[src/rtl/aes_uart_link.sv]
// -----------------------------------------------------------------------------
// aes_uart_link
//
// UART front end for an AES core. Sixteen bytes arriving on an 8N1 serial
// line are assembled into a 128-bit plaintext block (first byte in the top
// bits). The block is handed to the core with a one-cycle start pulse. When
// the core raises its ready flag, the ciphertext is captured and sent back
// over an 8N1 serial line, most significant byte first.
//
// Parameters
//   CLKS_PER_BIT  clock cycles per serial bit for RX and TX (must be >= 4)
//
// Ports
//   clk          system clock, rising edge
//   reset        asynchronous, active-high reset
//   rx           serial input, idle high, 8N1, LSB first
//   tx           serial output, idle high, 8N1, LSB first
//   aes_ready    AES result valid (level); only looked at while waiting
//   aes_start    one-cycle pulse starting an AES operation
//   pt_to_aes    assembled 128-bit plaintext
//   ct_from_aes  128-bit ciphertext, sampled when aes_ready is seen
// -----------------------------------------------------------------------------
module aes_uart_link #(
    parameter int CLKS_PER_BIT = 87
) (
    input  logic         clk,
    input  logic         reset,
    input  logic         rx,
    output logic         tx,
    input  logic         aes_ready,
    output logic         aes_start,
    output logic [127:0] pt_to_aes,
    input  logic [127:0] ct_from_aes
);

    localparam int               CNT_W     = $clog2(CLKS_PER_BIT);
    localparam logic [CNT_W-1:0] BIT_LAST  = CNT_W'(CLKS_PER_BIT - 1);
    localparam logic [CNT_W-1:0] HALF_LAST = CNT_W'(CLKS_PER_BIT / 2 - 1);
    localparam logic [CNT_W-1:0] CNT_ONE   = CNT_W'(1);

    typedef enum logic [1:0] {RX_IDLE, RX_START, RX_DATA, RX_STOP} rx_state_t;
    typedef enum logic [1:0] {TX_IDLE, TX_START, TX_DATA, TX_STOP} tx_state_t;
    typedef enum logic [1:0] {RX_COLLECT, START_AES, WAIT_AES, TX_SEND} link_state_t;

    // -------------------------------------------------------------------------
    // Input synchronizer. Both flops come out of reset high (line idle) so a
    // reset never looks like a start bit.
    // -------------------------------------------------------------------------
    logic rx_meta;
    logic rx_sync;

    // NOTE: sequential state is written with non-blocking assignments so every
    // flop samples values from before the clock edge, independent of the order
    // of statements and blocks.
    always_ff @(posedge clk or posedge reset) begin
        if (reset) begin
            rx_meta <= 1'b1;
            rx_sync <= 1'b1;
        end else begin
            rx_meta <= rx;
            rx_sync <= rx_meta;
        end
    end

    // -------------------------------------------------------------------------
    // UART receiver
    // -------------------------------------------------------------------------
    rx_state_t        rx_state, rx_state_d;
    logic [CNT_W-1:0] rx_cnt, rx_cnt_d;
    logic [2:0]       rx_bit, rx_bit_d;
    logic [7:0]       rx_shift, rx_shift_d;
    logic             rx_valid, rx_valid_d;

    // NOTE: every signal assigned in an always_comb gets a default first, so
    // no path through the case leaves it unassigned and no latch is inferred.
    always_comb begin
        rx_state_d = rx_state;
        rx_cnt_d   = rx_cnt;
        rx_bit_d   = rx_bit;
        rx_shift_d = rx_shift;
        rx_valid_d = 1'b0;
        case (rx_state)
            RX_IDLE: begin
                rx_cnt_d = '0;
                if (!rx_sync) begin
                    rx_state_d = RX_START;
                end
            end
            RX_START: begin
                // Re-check the line half a bit in; high means a glitch.
                if (rx_cnt == HALF_LAST) begin
                    rx_cnt_d   = '0;
                    rx_bit_d   = '0;
                    rx_state_d = rx_sync ? RX_IDLE : RX_DATA;
                end else begin
                    rx_cnt_d = rx_cnt + CNT_ONE;
                end
            end
            RX_DATA: begin
                if (rx_cnt == BIT_LAST) begin
                    rx_cnt_d   = '0;
                    rx_shift_d = {rx_sync, rx_shift[7:1]};
                    rx_bit_d   = rx_bit + 3'd1;
                    if (rx_bit == 3'd7) begin
                        rx_state_d = RX_STOP;
                    end
                end else begin
                    rx_cnt_d = rx_cnt + CNT_ONE;
                end
            end
            RX_STOP: begin
                // A low stop bit is a framing error: drop the byte silently.
                if (rx_cnt == BIT_LAST) begin
                    rx_cnt_d   = '0;
                    rx_valid_d = rx_sync;
                    rx_state_d = RX_IDLE;
                end else begin
                    rx_cnt_d = rx_cnt + CNT_ONE;
                end
            end
            default: rx_state_d = RX_IDLE;
        endcase
    end

    always_ff @(posedge clk or posedge reset) begin
        if (reset) begin
            rx_state <= RX_IDLE;
            rx_cnt   <= '0;
            rx_bit   <= '0;
            rx_shift <= '0;
            rx_valid <= 1'b0;
        end else begin
            rx_state <= rx_state_d;
            rx_cnt   <= rx_cnt_d;
            rx_bit   <= rx_bit_d;
            rx_shift <= rx_shift_d;
            rx_valid <= rx_valid_d;
        end
    end

    // -------------------------------------------------------------------------
    // UART transmitter. tx_done is a registered pulse in the first idle cycle
    // after the stop bit; a tx_start in that same cycle begins the next frame
    // on the following edge, giving a 10*CLKS_PER_BIT+1 cycle frame period.
    // -------------------------------------------------------------------------
    tx_state_t        tx_state, tx_state_d;
    logic [CNT_W-1:0] tx_cnt, tx_cnt_d;
    logic [2:0]       tx_bit, tx_bit_d;
    logic [7:0]       tx_shift, tx_shift_d;
    logic             tx_done, tx_done_d;
    logic             tx_q, tx_line_d;
    logic             tx_start;
    logic [7:0]       tx_din;

    always_comb begin
        tx_state_d = tx_state;
        tx_cnt_d   = tx_cnt;
        tx_bit_d   = tx_bit;
        tx_shift_d = tx_shift;
        tx_done_d  = 1'b0;
        case (tx_state)
            TX_IDLE: begin
                if (tx_start) begin
                    tx_shift_d = tx_din;
                    tx_cnt_d   = '0;
                    tx_state_d = TX_START;
                end
            end
            TX_START: begin
                if (tx_cnt == BIT_LAST) begin
                    tx_cnt_d   = '0;
                    tx_bit_d   = '0;
                    tx_state_d = TX_DATA;
                end else begin
                    tx_cnt_d = tx_cnt + CNT_ONE;
                end
            end
            TX_DATA: begin
                if (tx_cnt == BIT_LAST) begin
                    tx_cnt_d = '0;
                    if (tx_bit == 3'd7) begin
                        tx_state_d = TX_STOP;
                    end else begin
                        tx_bit_d   = tx_bit + 3'd1;
                        tx_shift_d = {1'b1, tx_shift[7:1]};
                    end
                end else begin
                    tx_cnt_d = tx_cnt + CNT_ONE;
                end
            end
            TX_STOP: begin
                if (tx_cnt == BIT_LAST) begin
                    tx_cnt_d   = '0;
                    tx_done_d  = 1'b1;
                    tx_state_d = TX_IDLE;
                end else begin
                    tx_cnt_d = tx_cnt + CNT_ONE;
                end
            end
            default: tx_state_d = TX_IDLE;
        endcase

        // Line level follows the next state so the pin is a clean flop output.
        case (tx_state_d)
            TX_START: tx_line_d = 1'b0;
            TX_DATA:  tx_line_d = tx_shift_d[0];
            default:  tx_line_d = 1'b1;
        endcase
    end

    always_ff @(posedge clk or posedge reset) begin
        if (reset) begin
            tx_state <= TX_IDLE;
            tx_cnt   <= '0;
            tx_bit   <= '0;
            tx_shift <= '0;
            tx_done  <= 1'b0;
            tx_q     <= 1'b1;
        end else begin
            tx_state <= tx_state_d;
            tx_cnt   <= tx_cnt_d;
            tx_bit   <= tx_bit_d;
            tx_shift <= tx_shift_d;
            tx_done  <= tx_done_d;
            tx_q     <= tx_line_d;
        end
    end

    // -------------------------------------------------------------------------
    // Link FSM: collect 16 bytes, start AES, wait for the result, send it back.
    // byte_cnt counts received bytes while collecting and frames started while
    // sending.
    // -------------------------------------------------------------------------
    link_state_t  state, state_d;
    logic [4:0]   byte_cnt, byte_cnt_d;
    logic [127:0] pt_q, pt_d;
    logic [127:0] ct_sr, ct_sr_d;
    logic         aes_start_q, aes_start_d;

    always_comb begin
        state_d    = state;
        byte_cnt_d = byte_cnt;
        pt_d       = pt_q;
        ct_sr_d    = ct_sr;
        tx_start   = 1'b0;
        tx_din     = ct_sr[127:120];
        case (state)
            RX_COLLECT: begin
                if (rx_valid) begin
                    pt_d = {pt_q[119:0], rx_shift};
                    if (byte_cnt == 5'd15) begin
                        byte_cnt_d = '0;
                        state_d    = START_AES;
                    end else begin
                        byte_cnt_d = byte_cnt + 5'd1;
                    end
                end
            end
            START_AES: begin
                state_d = WAIT_AES;
            end
            WAIT_AES: begin
                // The first byte goes straight from the core's bus so its
                // start bit begins on the edge right after the capture.
                if (aes_ready) begin
                    tx_start   = 1'b1;
                    tx_din     = ct_from_aes[127:120];
                    ct_sr_d    = {ct_from_aes[119:0], 8'h00};
                    byte_cnt_d = 5'd1;
                    state_d    = TX_SEND;
                end
            end
            TX_SEND: begin
                if (tx_done) begin
                    if (byte_cnt == 5'd16) begin
                        byte_cnt_d = '0;
                        state_d    = RX_COLLECT;
                    end else begin
                        tx_start   = 1'b1;
                        ct_sr_d    = {ct_sr[119:0], 8'h00};
                        byte_cnt_d = byte_cnt + 5'd1;
                    end
                end
            end
            default: state_d = RX_COLLECT;
        endcase
        aes_start_d = (state_d == START_AES);
    end

    // NOTE: the plaintext and ciphertext registers are plain flops, not a RAM,
    // so they take the reset; a reset must wipe any partial plaintext.
    always_ff @(posedge clk or posedge reset) begin
        if (reset) begin
            state       <= RX_COLLECT;
            byte_cnt    <= '0;
            pt_q        <= '0;
            ct_sr       <= '0;
            aes_start_q <= 1'b0;
        end else begin
            state       <= state_d;
            byte_cnt    <= byte_cnt_d;
            pt_q        <= pt_d;
            ct_sr       <= ct_sr_d;
            aes_start_q <= aes_start_d;
        end
    end

    assign tx        = tx_q;
    assign aes_start = aes_start_q;
    assign pt_to_aes = pt_q;

endmodule

[config.mk]
export PLATFORM = sky130hd
export DESIGN_NAME = aes_uart_link
export DESIGN_NICKNAME = d
export VERILOG_FILES = /design/src/rtl/aes_uart_link.sv
export SDC_FILE = /design/constraint.sdc
export NUM_CORES = 1
export LEC_CHECK = 0
export BUFFER_PORTS_ARGS = -buffer_cell sky130_fd_sc_hd__buf_2
export CORE_MARGIN = 4
export CORE_UTILIZATION = 45
export CTS_CLUSTER_DIAMETER = 120
export CTS_CLUSTER_SIZE = 10
export DETAILED_ROUTE_END_ITERATION = 16
export PLACE_DENSITY_LB_ADDON = 0.3
export SYNTH_ARGS = -nofsm -noshare
export SYNTH_HDL_FRONTEND = slang
export SYNTH_SLANG_ARGS = --single-unit
[constraint.sdc]
create_clock -name clk -period 8.85 [get_ports clk]
set_input_delay 0 -clock clk [delete_from_list [all_inputs] [get_ports clk]]
set_output_delay 0 -clock clk [all_outputs]
set_load 0.05 [all_outputs]
* Word level (Yosys, flattened, before mapping)
Index checks and enable logic that the tools add are counted.
** Storage, ports and cells
- Register bits :: 309
- Bits in latches :: 0
- Bits in writable memories :: 0
- Memory bits (read-only) :: 0
- Output and inout port bits :: 130
- Memories :: 0
** Cells by class
- $add $sub $neg :: 5
- Multiply operators :: 0
- Divide/modulo/power cells :: 0
- Order comparisons :: 0
- Equal/unequal tests :: 32
- Shift operators :: 0
- Multiplexer cells :: 57
- Bitwise logic cells :: 0
- Reductions and logical operators :: 18
** Operators with widths (number)
- $mux W128 :: 3
- $pmux W128 S2 :: 1
- $mux W8 :: 5
- $mux W2 :: 16
- $mux W7 :: 4
- $ne A2 B2 Y1 const B :: 13
- $mux W5 :: 5
- $pmux W2 S4 :: 3
- $pmux W7 S3 :: 1
- $pmux W8 S2 :: 1
- $reduce_and A4 Y1 :: 4
- $mux W3 :: 5
- $pmux W5 S3 :: 1
- $add A7 B1 Y7 const B :: 2
- $eq A2 B2 Y1 const B :: 7
- $eq A7 B7 Y1 const B :: 2
- $pmux W7 S2 :: 1
- $pmux W3 S2 :: 2
- $eq A2 B1 Y1 const B :: 5
- $reduce_bool A2 Y1 :: 4
- $eq A7 B6 Y1 const B :: 1
- $mux W1 :: 7
- $add A3 B1 Y3 const B :: 2
- $eq A3 B3 Y1 const B :: 2
- other kinds (11) :: 15

* Depth between registers and ports, before layout
- Depth after elaboration :: 8
- Gate-level depth with buffers :: 9
- Depth with buffers taken out :: 9

* Least setup slack after synthesis
OpenSTA, ideal clock, no wires.
- Kind :: register -> register
- From :: register rx_cnt[0]
- To :: register rx_shift[0]
- Library setup time :: 125 ps
- Data arrival time :: 1784 ps
- Required time :: 8725 ps
- Slack :: 6942 ps
- Stages on the path, launching flop included :: 7
- Path buffers :: 0
- Clock period less this slack :: 1908 ps
- Cell sequence :: dfrtp_1 -> inv_1 -> ha_1 -> and4bb_2 -> nand3_1 -> nor3b_2 -> mux2_2
** On the way
- Cells in the longest elaborated chain, start to end :: 2
** RTL lines
- start, declared :: RTL line 69 : logic [CNT_W-1:0] rx_cnt, rx_cnt_d;
- start signal, assigned :: RTL line 134 : rx_cnt <= rx_cnt_d;
- $eq A7 B7 Y1 :: RTL line 100 : if (rx_cnt == BIT_LAST) begin
- $reduce_and A2 Y1 (no line)
- end signal, assigned :: RTL line 136 : rx_shift <= rx_shift_d;
- end, declared :: RTL line 71 : logic [7:0] rx_shift, rx_shift_d;
Every way passes these cells.
A chain may end at the register's enable or synchronous reset.

* Final worst setup path
- From :: register state[1]
- To :: register ct_sr[68]
** On the way
- Cells in the longest elaborated chain, start to end :: 3
- Elaborated cells between the ends (all ways) :: 8
** RTL lines
- start, declared :: RTL line 234 : link_state_t state, state_d;
- start signal, assigned :: RTL line 300 : state <= state_d;
- $eq A2 B2 Y1 :: RTL line 247 : case (state)
- $ne A2 B2 Y1 (no line) / $reduce_bool A2 Y1 (equally long branches)
- $reduce_and A4 Y1 (no line)
- end signal, assigned :: RTL line 303 : ct_sr <= ct_sr_d;
- end, declared :: RTL line 237 : logic [127:0] ct_sr, ct_sr_d;
Parallel ways exist; a longest one is shown, timed or not.

==> results.md <==
Global routing:
- For this run, the total global-route usage over all layers was measured as 19.3%.
- The number of antenna violations at the first check in global routing is 3.
- Entering global routing, the biggest net connects 107 pins.
- The number of global-route vias before repair is 9443.
- The first-pass GRT wire length is 49200 um.
- The residual overflow from global routing is 0.

Timing:
- The number of pins with negative max-slew slack in the final report is 0.
- The total negative slack is 0 ns.
- The final count of hold timing violations is 0.
- Across the routed clock network, the largest skew measured is 0.0176 ns.
- At the pin with the least slew margin, the transition time is 1.20 ns.
- Setup repair after global routing left no endpoint under its margin.
- The ratio of final minimum period to clock period is 44.2%.
- The post-layout worst setup margin is 4.94 ns.
- The shortest period the worst path allows is 3.91 ns.
- For this run, the top clock speed supported by timing is 256 MHz.
- The count of endpoints failing setup in the final report is 0.
- The worst max-slew margin expressed relative to the limit is 20.0%.

Critical path:
- The required arrival time at the worst endpoint is 9.19 ns.
- The destination of the worst register-to-register timing path is ct_sr[68].
- The count of buffer and inverter cells on the critical path is 3.
- By instance count, the cell type seen most on the critical path is sky130_fd_sc_hd__buf_4.
- Across all register-to-register paths, the minimum setup slack is 4.94 ns.
- Walking the worst path, the cells encountered are and2_2 > buf_4 > a31oi_4 > buf_4 > buf_4 > o21ai_0.
- Of all nets on the critical path, the largest fanout is 106.
- Broken down by cell family, the worst path's largest delay share belongs to buffers and inverters.
- Tracing the worst setup path back leads to its startpoint at state[1].
- The count of cells along the worst register-to-register path is 6.
- The largest single stage delay on the critical path is 0.85 ns.
- The endpoint kind of the worst setup timing path is a register.
- The critical path runs through a total of 6 cells.
- The worst reg2reg path startpoint is state[1].
- The worst setup path is of the reg -> reg kind.
- The worst setup path is launched from a register.
- The worst-path cell with the longest stage delay is sky130_fd_sc_hd__a31oi_4.
- STA puts the critical path data arrival time at 4.24 ns.

Placed design:
- The number of buffers inserted by port buffering is 261.
- Summed over all nets, the half-perimeter wirelength after detailed placement is 19500 um.
- The congestion estimate from routability-driven global placement came to 0.791.
- The placed standard-cell area is 14400 um2.
- The worst slack at placement is 4.93 ns.

Finish:
- The layout-stage area growth over the synthesis result is 30.2%.
- The fraction of layout cells with a size suffix above 1 is 32.8%.
- Fill cells in the final layout number 2318.
- The storage element area is 7540 um2.
- After the last flow step, the layout net total stands at 1553.
- The top cell types in the final layout, fill and taps aside, are sky130_fd_sc_hd__dfrtp_1, sky130_fd_sc_hd__buf_2, sky130_fd_sc_hd__mux2_2, sky130_fd_sc_hd__nand2_1, sky130_fd_sc_hd__dlygate4sd3_1.
- Leaving out fill and tap cells, the most frequent cell in the layout is sky130_fd_sc_hd__dfrtp_1.
- The footprint of the multi-input gates is 4960 um2.
- The final design instance area without fill is 16700 um2.

Logic synthesis:
- For this run, asynchronously set or reset flops after synthesis account for 100%.
- In this run, synthesis inferred 0 flip-flops with an integrated enable.
- The average cell area after synthesis is 12.4 um2.
- The Yosys step of the flow raised 0 warnings.
- Counting flops and latches in the post-synthesis netlist gives 301.
- Counting every instance in the synthesized netlist gives 1033.
- Sequential elements use 58.7% of the synthesized area.
- The area of the mapped netlist is 12800 um2.
- The count of different cell masters after synthesis is 54.
- Among all flip-flop cells after synthesis, the most frequent one is sky130_fd_sc_hd__dfrtp_1.
- The synthesized net count is 1177.

Clock tree:
- The deepest level of the CTS H-tree is 2.
- The tree is rooted in a sky130_fd_sc_hd__clkbuf_16.
- The number of setup buffers added after CTS is 0.
- Buffers inserted during clock tree synthesis total 36.
- TritonCTS built the clock tree.
- The total number of clock tree sinks is 301.
- Counting along the longest clock path gives a buffer depth of 3.
- The latest clock arrival within the worst-skew pair is 0.51 ns.
- After clock tree synthesis, the clock-pin slew on the worst setup and hold paths is 0.06 ns.

Min path:
- In this run the worst hold path is classified as in -> reg.
- The depth of the worst hold-timing path is 2.
- For hold timing, the worst endpoint is rx_meta.
- The startpoint of the most critical hold path is rx.

Die:
- The starting density of the core is 46.0%.
- Measured along the y axis, the die boundary spans 177 um.
- The die width is 177 um.
- The floorplan has 61 rows.
- The floorplan step defined a die boundary enclosing 31300 um2.
- During I/O placement, the number of pins put on the boundary was 262.
- The placeable core area is 27900 um2.

Routing:
- The number of nets with antenna violations after routing is 0.
- For this run, design rule violations remaining after detail routing come to 0.
- The routed wire length is 30300 um.
- The number of vias after detailed routing is 9032.
- In the final routed layout, each cell accounts on average for 16.8 um.
- The via count normalized by instance count is 5.00.
- The first TritonRoute pass finished after 5 iterations.
- The violation count after the first detailed-route iteration is 575.

Outcome:
- The flow ran to the end, and the final reports show no timing, DRC or antenna violations.

Pwr:
- Power spread over the standard cell area amounts to 169 nW/um2.
- The analysis attributes to cell leakage a power of 8.79 nW.
- After layout, the design draws a total of 2.82 mW.
- The worst IR drop on VDD is 0.118 mV.

Run:
- The tool flagged a number of max-cap violations equal to 0.
## timing repair
item | in CTS | in global routing
hold buffers | 130 | 0
endpoints found under the hold margin | 221 | 0
resized for setup | 0 | 0
## worst max-delay path by stage
stage | to | slack, ns
after floorplan | async pin | 0.54
after global placement | ct_sr[64] | 5.02
after detailed placement | ct_sr[30] | 4.93
after CTS | ct_sr[30] | 4.91
after global routing | ct_sr[43] | 4.53
final | ct_sr[68] | 4.94
## cell families (layout without fill, tap and decap cells)
family | count (synthesis) | count (layout) | synth area share (%)
mux | 257 | 257 | 21.4
buf+inv | 73 | 467 | 2.82
xor+xnor | 7 | 7 | 0.477
simple gates | 205 | 205 | 7.20
fa+ha+maj | 12 | 12 | 1.17
compound gates | 178 | 178 | 8.24
other cells | 0 | 3 | 0
flops | 301 | 301 | 58.7
## cells in the mapped netlist (11+ instances only)
| master | n | share of area, % |
|---|---|---|
| sky130_fd_sc_hd__buf_2 | 28 | 1.1 |
| sky130_fd_sc_hd__nor2_1 | 23 | 0.67 |
| sky130_fd_sc_hd__buf_4 | 12 | 0.70 |
| sky130_fd_sc_hd__dfrtp_1 | 298 | 58 |
| sky130_fd_sc_hd__ha_1 | 12 | 1.2 |
| sky130_fd_sc_hd__a22o_1 | 11 | 0.75 |
| sky130_fd_sc_hd__clkbuf_1 | 21 | 0.61 |
| sky130_fd_sc_hd__inv_1 | 11 | 0.32 |
| sky130_fd_sc_hd__mux2_2 | 141 | 12 |
| sky130_fd_sc_hd__mux2i_1 | 116 | 9.0 |
| sky130_fd_sc_hd__nand2_1 | 142 | 4.2 |
| sky130_fd_sc_hd__o21ai_0 | 123 | 4.8 |
## metrics by stage
step	cells	hold WS, ns	util [%]
after floorplan	1033	0.00448	-
after global placement	1619	0.107	51.5
after detailed placement	1619	0.110	51.5
after CTS	1805	0.116	59.8
after global routing	1808	0.138	59.8
final	1808	0.148	59.8
## power by group
group / switching, mW / internal (mW) / total [mW] / leakage (nW)
registers: 0.00564 / 1.38 / 1.39 / 4.13
clock network: 0.547 / 0.754 / 1.30 / 0.488
logic: 0.0602 / 0.0741 / 0.134 / 4.17
total: 0.613 / 2.21 / 2.82 / 8.79
## flip-flops by register name, summed over array words and instances, names as in the netlist, named ones only
name,count
ct_sr,120
byte_cnt,5
tx_bit,3
rx_shift,8
rx_sync,1
rx_meta,1
rx_state,1
tx,1
pt_to_aes,128
rx_bit,3
aes_start,1
rx_cnt,7
tx_done,1
rx_valid,1
tx_cnt,7
tx_shift,8
state,2
tx_state,2
## per-layer routing
metal / GRT usage, % / up-vias / share of wire (%)
li1: - / 4402 / -
met1: 24.9 / 4377 / 42
met2: 32.8 / 188 / 51
met3: 3.42 / 65 / 3.6
met4: 7.03 / 0 / 3.4
met5: 0 / - / 0
## area by class of cell
type                       instances  area share, %
antenna                            3         0.0449
tap                              378           2.83
clock inverter                     4          0.344
sequential                       301           45.1
multi-input combinational        659           29.7
clock buffer                      52           5.75
timing repair buffer             400           16.0
inverter                          11          0.292
(Power assumes the default switching activity.)
